$ cat config.mk
export PLATFORM = sky130hd
export DESIGN_NAME = ll_fifo_sched_flat
export DESIGN_NICKNAME = d
export VERILOG_FILES = /design/src/rtl/ll_fifo_sched_if.sv /design/src/rtl/ll_fifo_sched.sv /design/src/flat_wrapper.sv
export SDC_FILE = /design/constraint.sdc
export NUM_CORES = 1
export LEC_CHECK = 0
export ABC_AREA = 1
export CAP_MARGIN = 20
export CORE_ASPECT_RATIO = 2
export CORE_UTILIZATION = 44
export CTS_BUF_LIST = sky130_fd_sc_hd__clkbuf_8
export DETAILED_ROUTE_END_ITERATION = 12
export PLACE_DENSITY = 0.78
export SYNTH_ARGS = -nofsm -noshare
export SYNTH_HDL_FRONTEND = slang
export SYNTH_SLANG_ARGS = --single-unit
export TNS_END_PERCENT = 30
$ cat constraint.sdc
create_clock -name clk -period 3.25 [get_ports clk]
set_clock_uncertainty 0.15 [all_clocks]
set_input_delay 0.4875 -clock clk [delete_from_list [all_inputs] [get_ports clk]]
set_output_delay 0.4875 -clock clk [all_outputs]
set_load 0.01 [all_outputs]
$ cat src/rtl/ll_fifo_sched_if.sv
// Producer/consumer stream bundle for ll_fifo_sched: NUM_FIFOS producer lanes
// in, one tagged output stream out.
interface ll_fifo_sched_if #(
  parameter int WIDTH     = 8,
  parameter int NUM_FIFOS = 2,
  parameter int SEL_WIDTH = $clog2(NUM_FIFOS)
);
  logic [NUM_FIFOS-1:0]       in_valid;
  logic [NUM_FIFOS*WIDTH-1:0] in_data;
  logic [NUM_FIFOS-1:0]       in_ready;
  logic                       out_valid;
  logic                       out_ready;
  logic [WIDTH-1:0]           out_data;
  logic [SEL_WIDTH-1:0]       out_sel;

  modport master (
    output in_valid, in_data, out_ready,
    input  in_ready, out_valid, out_data, out_sel
  );

  modport slave (
    input  in_valid, in_data, out_ready,
    output in_ready, out_valid, out_data, out_sel
  );
endinterface

$ cat src/rtl/ll_fifo_sched.sv
// Round-robin push/pop scheduler in front of a shared linked_list_fifo, with
// per-queue quota and a 2-entry credit-controlled output buffer.

module ll_fifo_sched_cnt #(
  parameter int CW = 3
) (
  input  logic          clk,
  input  logic          rst,
  input  logic          inc,
  input  logic          dec,
  output logic [CW-1:0] count
);
  always_ff @(posedge clk) begin
    if (rst)              count <= '0;
    else if (inc && !dec) count <= count + CW'(1);
    else if (dec && !inc) count <= count - CW'(1);
  end
endmodule

module ll_fifo_sched #(
  parameter int WIDTH     = 8,
  parameter int DEPTH     = 4,
  parameter int NUM_FIFOS = 2,
  parameter int QUOTA     = DEPTH,
  parameter int PTR_WIDTH = $clog2(DEPTH),
  parameter int SEL_WIDTH = $clog2(NUM_FIFOS)
) (
  input  logic                                 clk,
  input  logic                                 rst,
  ll_fifo_sched_if.slave                       io,
  output logic                                 ll_push,
  output logic                                 ll_pop,
  output logic [SEL_WIDTH-1:0]                 ll_push_sel,
  output logic [SEL_WIDTH-1:0]                 ll_pop_sel,
  output logic [WIDTH-1:0]                     ll_data_in,
  input  logic                                 ll_full,
  input  logic [NUM_FIFOS-1:0]                 ll_empty,
  input  logic [WIDTH-1:0]                     ll_data_out,
  output logic [NUM_FIFOS*(PTR_WIDTH+1)-1:0]   fifo_count
);
  localparam int CW = PTR_WIDTH + 1;

  typedef struct packed {
    logic [WIDTH-1:0]     data;
    logic [SEL_WIDTH-1:0] sel;
  } ent_t;

  logic [NUM_FIFOS-1:0][CW-1:0] count;
  logic [CW-1:0]                total;
  logic [SEL_WIDTH-1:0]         push_rr, pop_rr, push_g, pop_g, inflt_sel;
  logic [NUM_FIFOS-1:0]         elig_push, elig_pop, cnt_zero, push_hot, pop_hot;
  logic [SEL_WIDTH:0]           push_pick, pop_pick;
  logic                         push_any, pop_any, credit, drain, inflt;
  logic [1:0]                   occ;
  ent_t [1:0]                   obuf;
  ent_t                         land_e;

  // Returns {found, index}: first requester at or after rr, cyclically.
  function automatic logic [SEL_WIDTH:0] rr_pick(input logic [NUM_FIFOS-1:0] req,
                                                 input logic [SEL_WIDTH-1:0] rr);
    logic                 found;
    logic [SEL_WIDTH-1:0] idx;
    int                   j;
    found = 1'b0;
    idx   = rr;
    for (int k = 0; k < NUM_FIFOS; k++) begin
      j = int'(rr) + k;
      if (j >= NUM_FIFOS) j -= NUM_FIFOS;
      if (!found && req[j]) begin
        found = 1'b1;
        idx   = SEL_WIDTH'(j);
      end
    end
    return {found, idx};
  endfunction

  function automatic logic [SEL_WIDTH-1:0] rr_next(input logic [SEL_WIDTH-1:0] s);
    return (s == SEL_WIDTH'(NUM_FIFOS-1)) ? '0 : s + SEL_WIDTH'(1);
  endfunction

  // Eligibility looks only at registered state: a same-cycle pop never frees room.
  always_comb begin
    for (int i = 0; i < NUM_FIFOS; i++) begin
      elig_push[i] = io.in_valid[i] && (count[i] < CW'(QUOTA)) && (total < CW'(DEPTH));
      elig_pop[i]  = (count[i] != '0);
      cnt_zero[i]  = (count[i] == '0);
    end
  end

  assign drain     = io.out_valid && io.out_ready;
  assign credit    = (({1'b0, occ} + {2'b0, inflt}) - {2'b0, drain}) < 3'd2;
  assign push_pick = rr_pick(elig_push, push_rr);
  assign pop_pick  = rr_pick(elig_pop, pop_rr);
  assign push_any  = push_pick[SEL_WIDTH] && !rst;
  assign pop_any   = pop_pick[SEL_WIDTH] && credit && !rst;
  assign push_g    = push_pick[SEL_WIDTH-1:0];
  assign pop_g     = pop_pick[SEL_WIDTH-1:0];
  assign push_hot  = push_any ? (NUM_FIFOS'(1) << push_g) : '0;
  assign pop_hot   = pop_any  ? (NUM_FIFOS'(1) << pop_g)  : '0;

  assign io.in_ready  = push_hot;
  assign ll_push      = push_any;
  assign ll_push_sel  = push_g;
  assign ll_data_in   = io.in_data[push_g*WIDTH +: WIDTH];
  assign ll_pop       = pop_any;
  assign ll_pop_sel   = pop_g;

  for (genvar g = 0; g < NUM_FIFOS; g++) begin : g_q
    ll_fifo_sched_cnt #(.CW(CW)) u_cnt (
      .clk   (clk),
      .rst   (rst),
      .inc   (push_hot[g]),
      .dec   (pop_hot[g]),
      .count (count[g])
    );
    assign fifo_count[g*CW +: CW] = count[g];
  end

  always_ff @(posedge clk) begin
    if (rst)                    total <= '0;
    else if (push_any && !pop_any) total <= total + CW'(1);
    else if (pop_any && !push_any) total <= total - CW'(1);
  end

  assign land_e = {ll_data_out, inflt_sel};

  always_ff @(posedge clk) begin
    if (rst) begin
      push_rr   <= '0;
      pop_rr    <= '0;
      inflt     <= 1'b0;
      inflt_sel <= '0;
      occ       <= 2'd0;
      obuf      <= '0;
    end else begin
      inflt <= pop_any;
      if (pop_any) begin
        inflt_sel <= pop_g;
        pop_rr    <= rr_next(pop_g);
      end
      if (push_any) push_rr <= rr_next(push_g);
      // Landing without drain only ever happens with occ <= 1 thanks to the credit.
      case ({inflt, drain})
        2'b01: begin
          obuf[0] <= obuf[1];
          occ     <= occ - 2'd1;
        end
        2'b10: begin
          obuf[occ[0]] <= land_e;
          occ          <= occ + 2'd1;
        end
        2'b11: begin
          if (occ == 2'd1) obuf[0] <= land_e;
          else begin
            obuf[0] <= obuf[1];
            obuf[1] <= land_e;
          end
        end
        default: ;
      endcase
    end
  end

  assign io.out_valid = (occ != 2'd0);
  assign io.out_data  = obuf[0].data;
  assign io.out_sel   = obuf[0].sel;

  a_empty: assert property (@(posedge clk) disable iff (rst) ll_empty == cnt_zero);
  a_full:  assert property (@(posedge clk) disable iff (rst) ll_full == (total == CW'(DEPTH)));
  a_cred:  assert property (@(posedge clk) disable iff (rst) ({1'b0, occ} + {2'b0, inflt}) <= 3'd2);
endmodule

$ cat src/flat_wrapper.sv
// flat-port wrapper written by rule: the top's interface ports become plain ports
module ll_fifo_sched_flat 
#(
  parameter int WIDTH     = 8,
  parameter int DEPTH     = 4,
  parameter int NUM_FIFOS = 2,
  parameter int QUOTA     = DEPTH,
  parameter int PTR_WIDTH = $clog2(DEPTH),
  parameter int SEL_WIDTH = $clog2(NUM_FIFOS)
)
  (clk, rst, ll_push, ll_pop, ll_push_sel, ll_pop_sel, ll_data_in, ll_full, ll_empty, ll_data_out, fifo_count, io_in_valid, io_in_data, io_out_ready, io_in_ready, io_out_valid, io_out_data, io_out_sel);
  ll_fifo_sched_if #(.WIDTH(WIDTH), .NUM_FIFOS(NUM_FIFOS), .SEL_WIDTH(SEL_WIDTH)) io_i ();
  input  logic clk;
  input  logic rst;
  output logic ll_push;
  output logic ll_pop;
  output logic [SEL_WIDTH-1:0] ll_push_sel;
  output logic [SEL_WIDTH-1:0] ll_pop_sel;
  output logic [WIDTH-1:0] ll_data_in;
  input  logic ll_full;
  input  logic [NUM_FIFOS-1:0] ll_empty;
  input  logic [WIDTH-1:0] ll_data_out;
  output logic [NUM_FIFOS*(PTR_WIDTH+1)-1:0] fifo_count;
  input wire logic [$bits(io_i.in_valid)-1:0] io_in_valid;
  input wire logic [$bits(io_i.in_data)-1:0] io_in_data;
  input wire logic [$bits(io_i.out_ready)-1:0] io_out_ready;
  output wire logic [$bits(io_i.in_ready)-1:0] io_in_ready;
  output wire logic [$bits(io_i.out_valid)-1:0] io_out_valid;
  output wire logic [$bits(io_i.out_data)-1:0] io_out_data;
  output wire logic [$bits(io_i.out_sel)-1:0] io_out_sel;
  assign io_i.in_valid = io_in_valid;
  assign io_i.in_data = io_in_data;
  assign io_i.out_ready = io_out_ready;
  assign io_in_ready = io_i.in_ready;
  assign io_out_valid = io_i.out_valid;
  assign io_out_data = io_i.out_data;
  assign io_out_sel = io_i.out_sel;
  ll_fifo_sched #(.WIDTH(WIDTH), .DEPTH(DEPTH), .NUM_FIFOS(NUM_FIFOS), .QUOTA(QUOTA), .PTR_WIDTH(PTR_WIDTH), .SEL_WIDTH(SEL_WIDTH)) u_core (.clk(clk), .rst(rst), .io(io_i), .ll_push(ll_push), .ll_pop(ll_pop), .ll_push_sel(ll_push_sel), .ll_pop_sel(ll_pop_sel), .ll_data_in(ll_data_in), .ll_full(ll_full), .ll_empty(ll_empty), .ll_data_out(ll_data_out), .fifo_count(fifo_count));
endmodule
==> results.md <==
| Item | Reported |
| --- | --- |
| Leak pwr | 1.39 nW |
| Synthesis-to-layout area growth | 42.1% |
| RSZ-0062 raised after global routing | yes |
| Count of pins on the block boundary | 62 |
| Post-route setup slack | -0.00735 ns |
| Number of core rows | 35 |
| Post-Place Setup Slack | -0.398 ns |
| Cells after Synth | 326 |
| Achievable clock frequency | 307 MHz |
| Fillcell total | 415 |
| Area of combinational cells with multiple inputs | 1280 um2 |
| Power density over the cells | 936 nW/um2 |
| Peak per-stage delay on the critical path | 0.55 ns |
| Overall global routing resource usage | 22.7% |
| Clk sinks | 33 |
| Share of post-route cells with drive strength above 1 | 17.7% |
| Overflow left after global routing | 0 |
| Sequential standard cell area | 663 um2 |
| Core ar. | 4640 um2 |
| Aggregate negative setup slack | -0.0119 ns |
| Number of H-tree branching levels | 2 |
| Slowest cell on crit path | sky130_fd_sc_hd__fa_1 |
| DR DRC count | 0 |
| # nets final | 439 |
| Synth warn | 0 |
| Slack of the worst reg-to-reg path | -0.007 ns |
| Drt first-iter violations | 37 |
| Routed length per instance | 12.7 um |
| Proportion of synthesized chip area in sequential cells | 31.1% |
| Clk buf depth | 2 |
| Via total after detailed routing | 2254 |
| First-pass GRT wire length | 8760 um |
| Final RePlAce weighted congestion | 0.785 |
| Insertion delay to the later sink of the worst-skew pair | 0.28 ns |
| Violated checks | setup timing |
| Post-Synthesis Cell Area | 2130 um2 |
| Setup crit start kind | flip-flop |
| Number of slew-limit violations in the final report | 0 |
| Flop and latch count out of synthesis | 33 |
| Arrival time of the worst setup path | 3.29 ns |
| Mean cell area of the mapped netlist | 6.52 um2 |
| Clock Root Buffer | sky130_fd_sc_hd__clkbuf_8 |
| Detailed-route vias per instance | 5.01 |
| # hold bufs at CTS | 0 |
| Kind of capture point of the worst setup path | flip-flop |
| Number of antenna violations at the first check in global routing | 0 |
| Die width | 51.2 um |
| Outcome | finished with violations |
| Die outline height | 100 um |
| Class of the tightest hold or removal check | flip-flop to flip-flop |
| Largest net degree at the start of global routing | 32 |
| Number of different library cells in the post-synthesis netlist | 24 |
| Number of detailed-routing iterations run before antenna repair | 4 |
| Final-report hold violation count | 0 |
| Classification of the worst setup path | flip-flop to flip-flop |
| Antenna Violating Nets Remaining | 0 |
| Effective utilization at floorplan | 45.8% |
| Number of setup violations in the final report | 3 |
| Vias in the first global route | 2109 |
| Worst voltage drop across the vdd grid | 0.000562 V |
| Antenna Diode Count | 0 |
| Required time reported for the critical path endpoint | 3.28 ns |
| Minimum period implied by the final worst setup slack | 3.26 ns |
| Total of max-cap violations | 0 |
| Cells along the critical path | inv_2 -> ha_4 -> inv_4 -> nand2_4 -> ha_4 -> nand2_4 -> fa_1 -> inv_1 -> nor2_1 -> nand3_1 -> inv_1 -> nand2_2 -> inv_2 -> nand2_1 -> ha_2 -> inv_2 -> fa_2 -> o21ai_1 -> nor2_1 |
| Die ar. | 5130 um2 |
| CTS tree | yes |
| Port Buffers | 58 |
| Worst path most repeated cell | sky130_fd_sc_hd__inv_2 |
| Period utilization | 100% |
| Clock buffers created by TritonCTS | 5 |
| Total half-perimeter wirelength after legalization and detailed placement | 3990 um |
| Clock transition at path regs | 0.07 ns |
| Cell area after layout | 3020 um2 |
| Total cell area at the placement stage | 2790 um2 |
| Slew margin rel. | 54.8% |
| Drt total wl | 5710 um |
| Worst Tran Pin Value | 0.679 ns |
| Synthesized netlist net count | 371 |
| Largest fanout of any net on the critical path | 3 |
[metal layers]
layer	vias up	track usage, %	wire length, um
li1	1153	-	-
met1	1010	20.4	2010
met2	76	46.6	3190
met3	15	3.33	310
met4	0	9.19	196
met5	-	0	0
[flip-flops by register name (all words and copies together), names as in the netlist]
signal and cells:
u_core.io.out_sel 1, u_core.g_q.u_cnt.count 6, u_core.inflt 1, u_core.io.out_data 8, u_core.occ 2, u_core.obuf 9
u_core.total 3, u_core.inflt_sel 1, u_core.push_rr 1, u_core.pop_rr 1
[report_power, final]
group,internal (mW),switching [mW]
registers,0.548,0.115
clock network,0.191,0.150
logic,0.872,0.954
[placed cells by master (no fill, tap or decap), types with 2 or more instances in the layout]
master	n
sky130_fd_sc_hd__a21oi_1	8
sky130_fd_sc_hd__buf_4	23
sky130_fd_sc_hd__clkbuf_8	7
sky130_fd_sc_hd__clkdlybuf4s50_1	56
sky130_fd_sc_hd__dfxtp_1	31
sky130_fd_sc_hd__dfxtp_2	2
sky130_fd_sc_hd__fa_2	3
sky130_fd_sc_hd__ha_1	4
sky130_fd_sc_hd__ha_2	2
sky130_fd_sc_hd__ha_4	3
sky130_fd_sc_hd__inv_1	30
sky130_fd_sc_hd__inv_2	8
sky130_fd_sc_hd__inv_4	3
sky130_fd_sc_hd__nand2_1	65
sky130_fd_sc_hd__nand2_2	6
sky130_fd_sc_hd__nand2_4	3
sky130_fd_sc_hd__nand3_1	13
sky130_fd_sc_hd__nand3_2	2
sky130_fd_sc_hd__nor2_1	60
sky130_fd_sc_hd__nor2_4	2
sky130_fd_sc_hd__o211ai_1	9
sky130_fd_sc_hd__o21ai_0	40
sky130_fd_sc_hd__o21ai_1	4
sky130_fd_sc_hd__o21ai_2	3
[synthesized netlist by cell type, drive strengths merged]
library cell | count | share of area [%]
nor2 | 63 | 12
buf | 16 | 5.4
dfxtp | 33 | 31
a21oi | 8 | 1.9
xnor2 | 1 | 0.41
inv | 41 | 7.4
o211ai | 9 | 3.2
o21ai | 47 | 11
nand3 | 15 | 3.5
fa | 4 | 3.8
nand3b | 1 | 0.35
xor2 | 1 | 0.41
ha | 9 | 5.3
nand2 | 74 | 14
clkbuf | 4 | 0.82
[worst paths after layout]
check,cells past startpoint,start,to
hold reg to reg,2,u_core.push_rr,u_core.push_rr
setup / recovery,19,u_core.occ[1],u_core.g_q[1].u_cnt.count[1]
hold / removal,2,u_core.push_rr,u_core.push_rr
setup reg to reg,19,u_core.occ[1],u_core.g_q[1].u_cnt.count[1]
[worst max-delay path: cells and delay by family, from the launching register on]
kind,cells,cell delay (ns)
DFF,1,0.33
adders and majority gates,5,1.60
and+or+nand+nor,7,0.54
AOI/OAI and AO/OA,1,0.16
buffers and inverters,6,0.36
[cell families (layout without fill, tap and decap cells)]
logic type	count (synthesis)	in the layout	share of synthesized area, %
simple gates	153	153	29.4
fa+ha+maj	13	13	9.06
xor+xnor	2	2	0.824
flops	33	33	31.1
buf+inv	61	130	13.6
compound gates	64	64	16.1
[through the flow]
| stage | utilization [%] | hold slack (ns) | total power [mW] | std cells |
|---|---|---|---|---|
| after floorplan | - | 0.302 | 1.63 | 326 |
| after global routing | 65.1 | 0.375 | 3.07 | 450 |
| final | 65.1 | 0.338 | 2.83 | 450 |
| after detailed placement | 60.1 | 0.328 | 2.27 | 436 |
| after global placement | 60.1 | 0.326 | 2.22 | 436 |
| after CTS | 62.8 | 0.343 | 2.66 | 446 |
[area by class of cell]
cell class	instances	area share, %
Clock buffer	7	3.19
Sequential cell	33	21.9
Multi-Input combinational cell	232	42.2
Tap cell	55	2.28
Clock inverter	1	0.166
Timing Repair Buffer	81	24.8
Inverter	41	5.34
[what timing repair did]
action / 4_1_cts / 5_1_grt
gates resized for setup: 15 / 27
buffers inserted: 2 / 4
setup endpoints to repair: 7 / 8
pin swaps: 4 / 15
No activity file was read; power rests on OpenSTA's default activity.
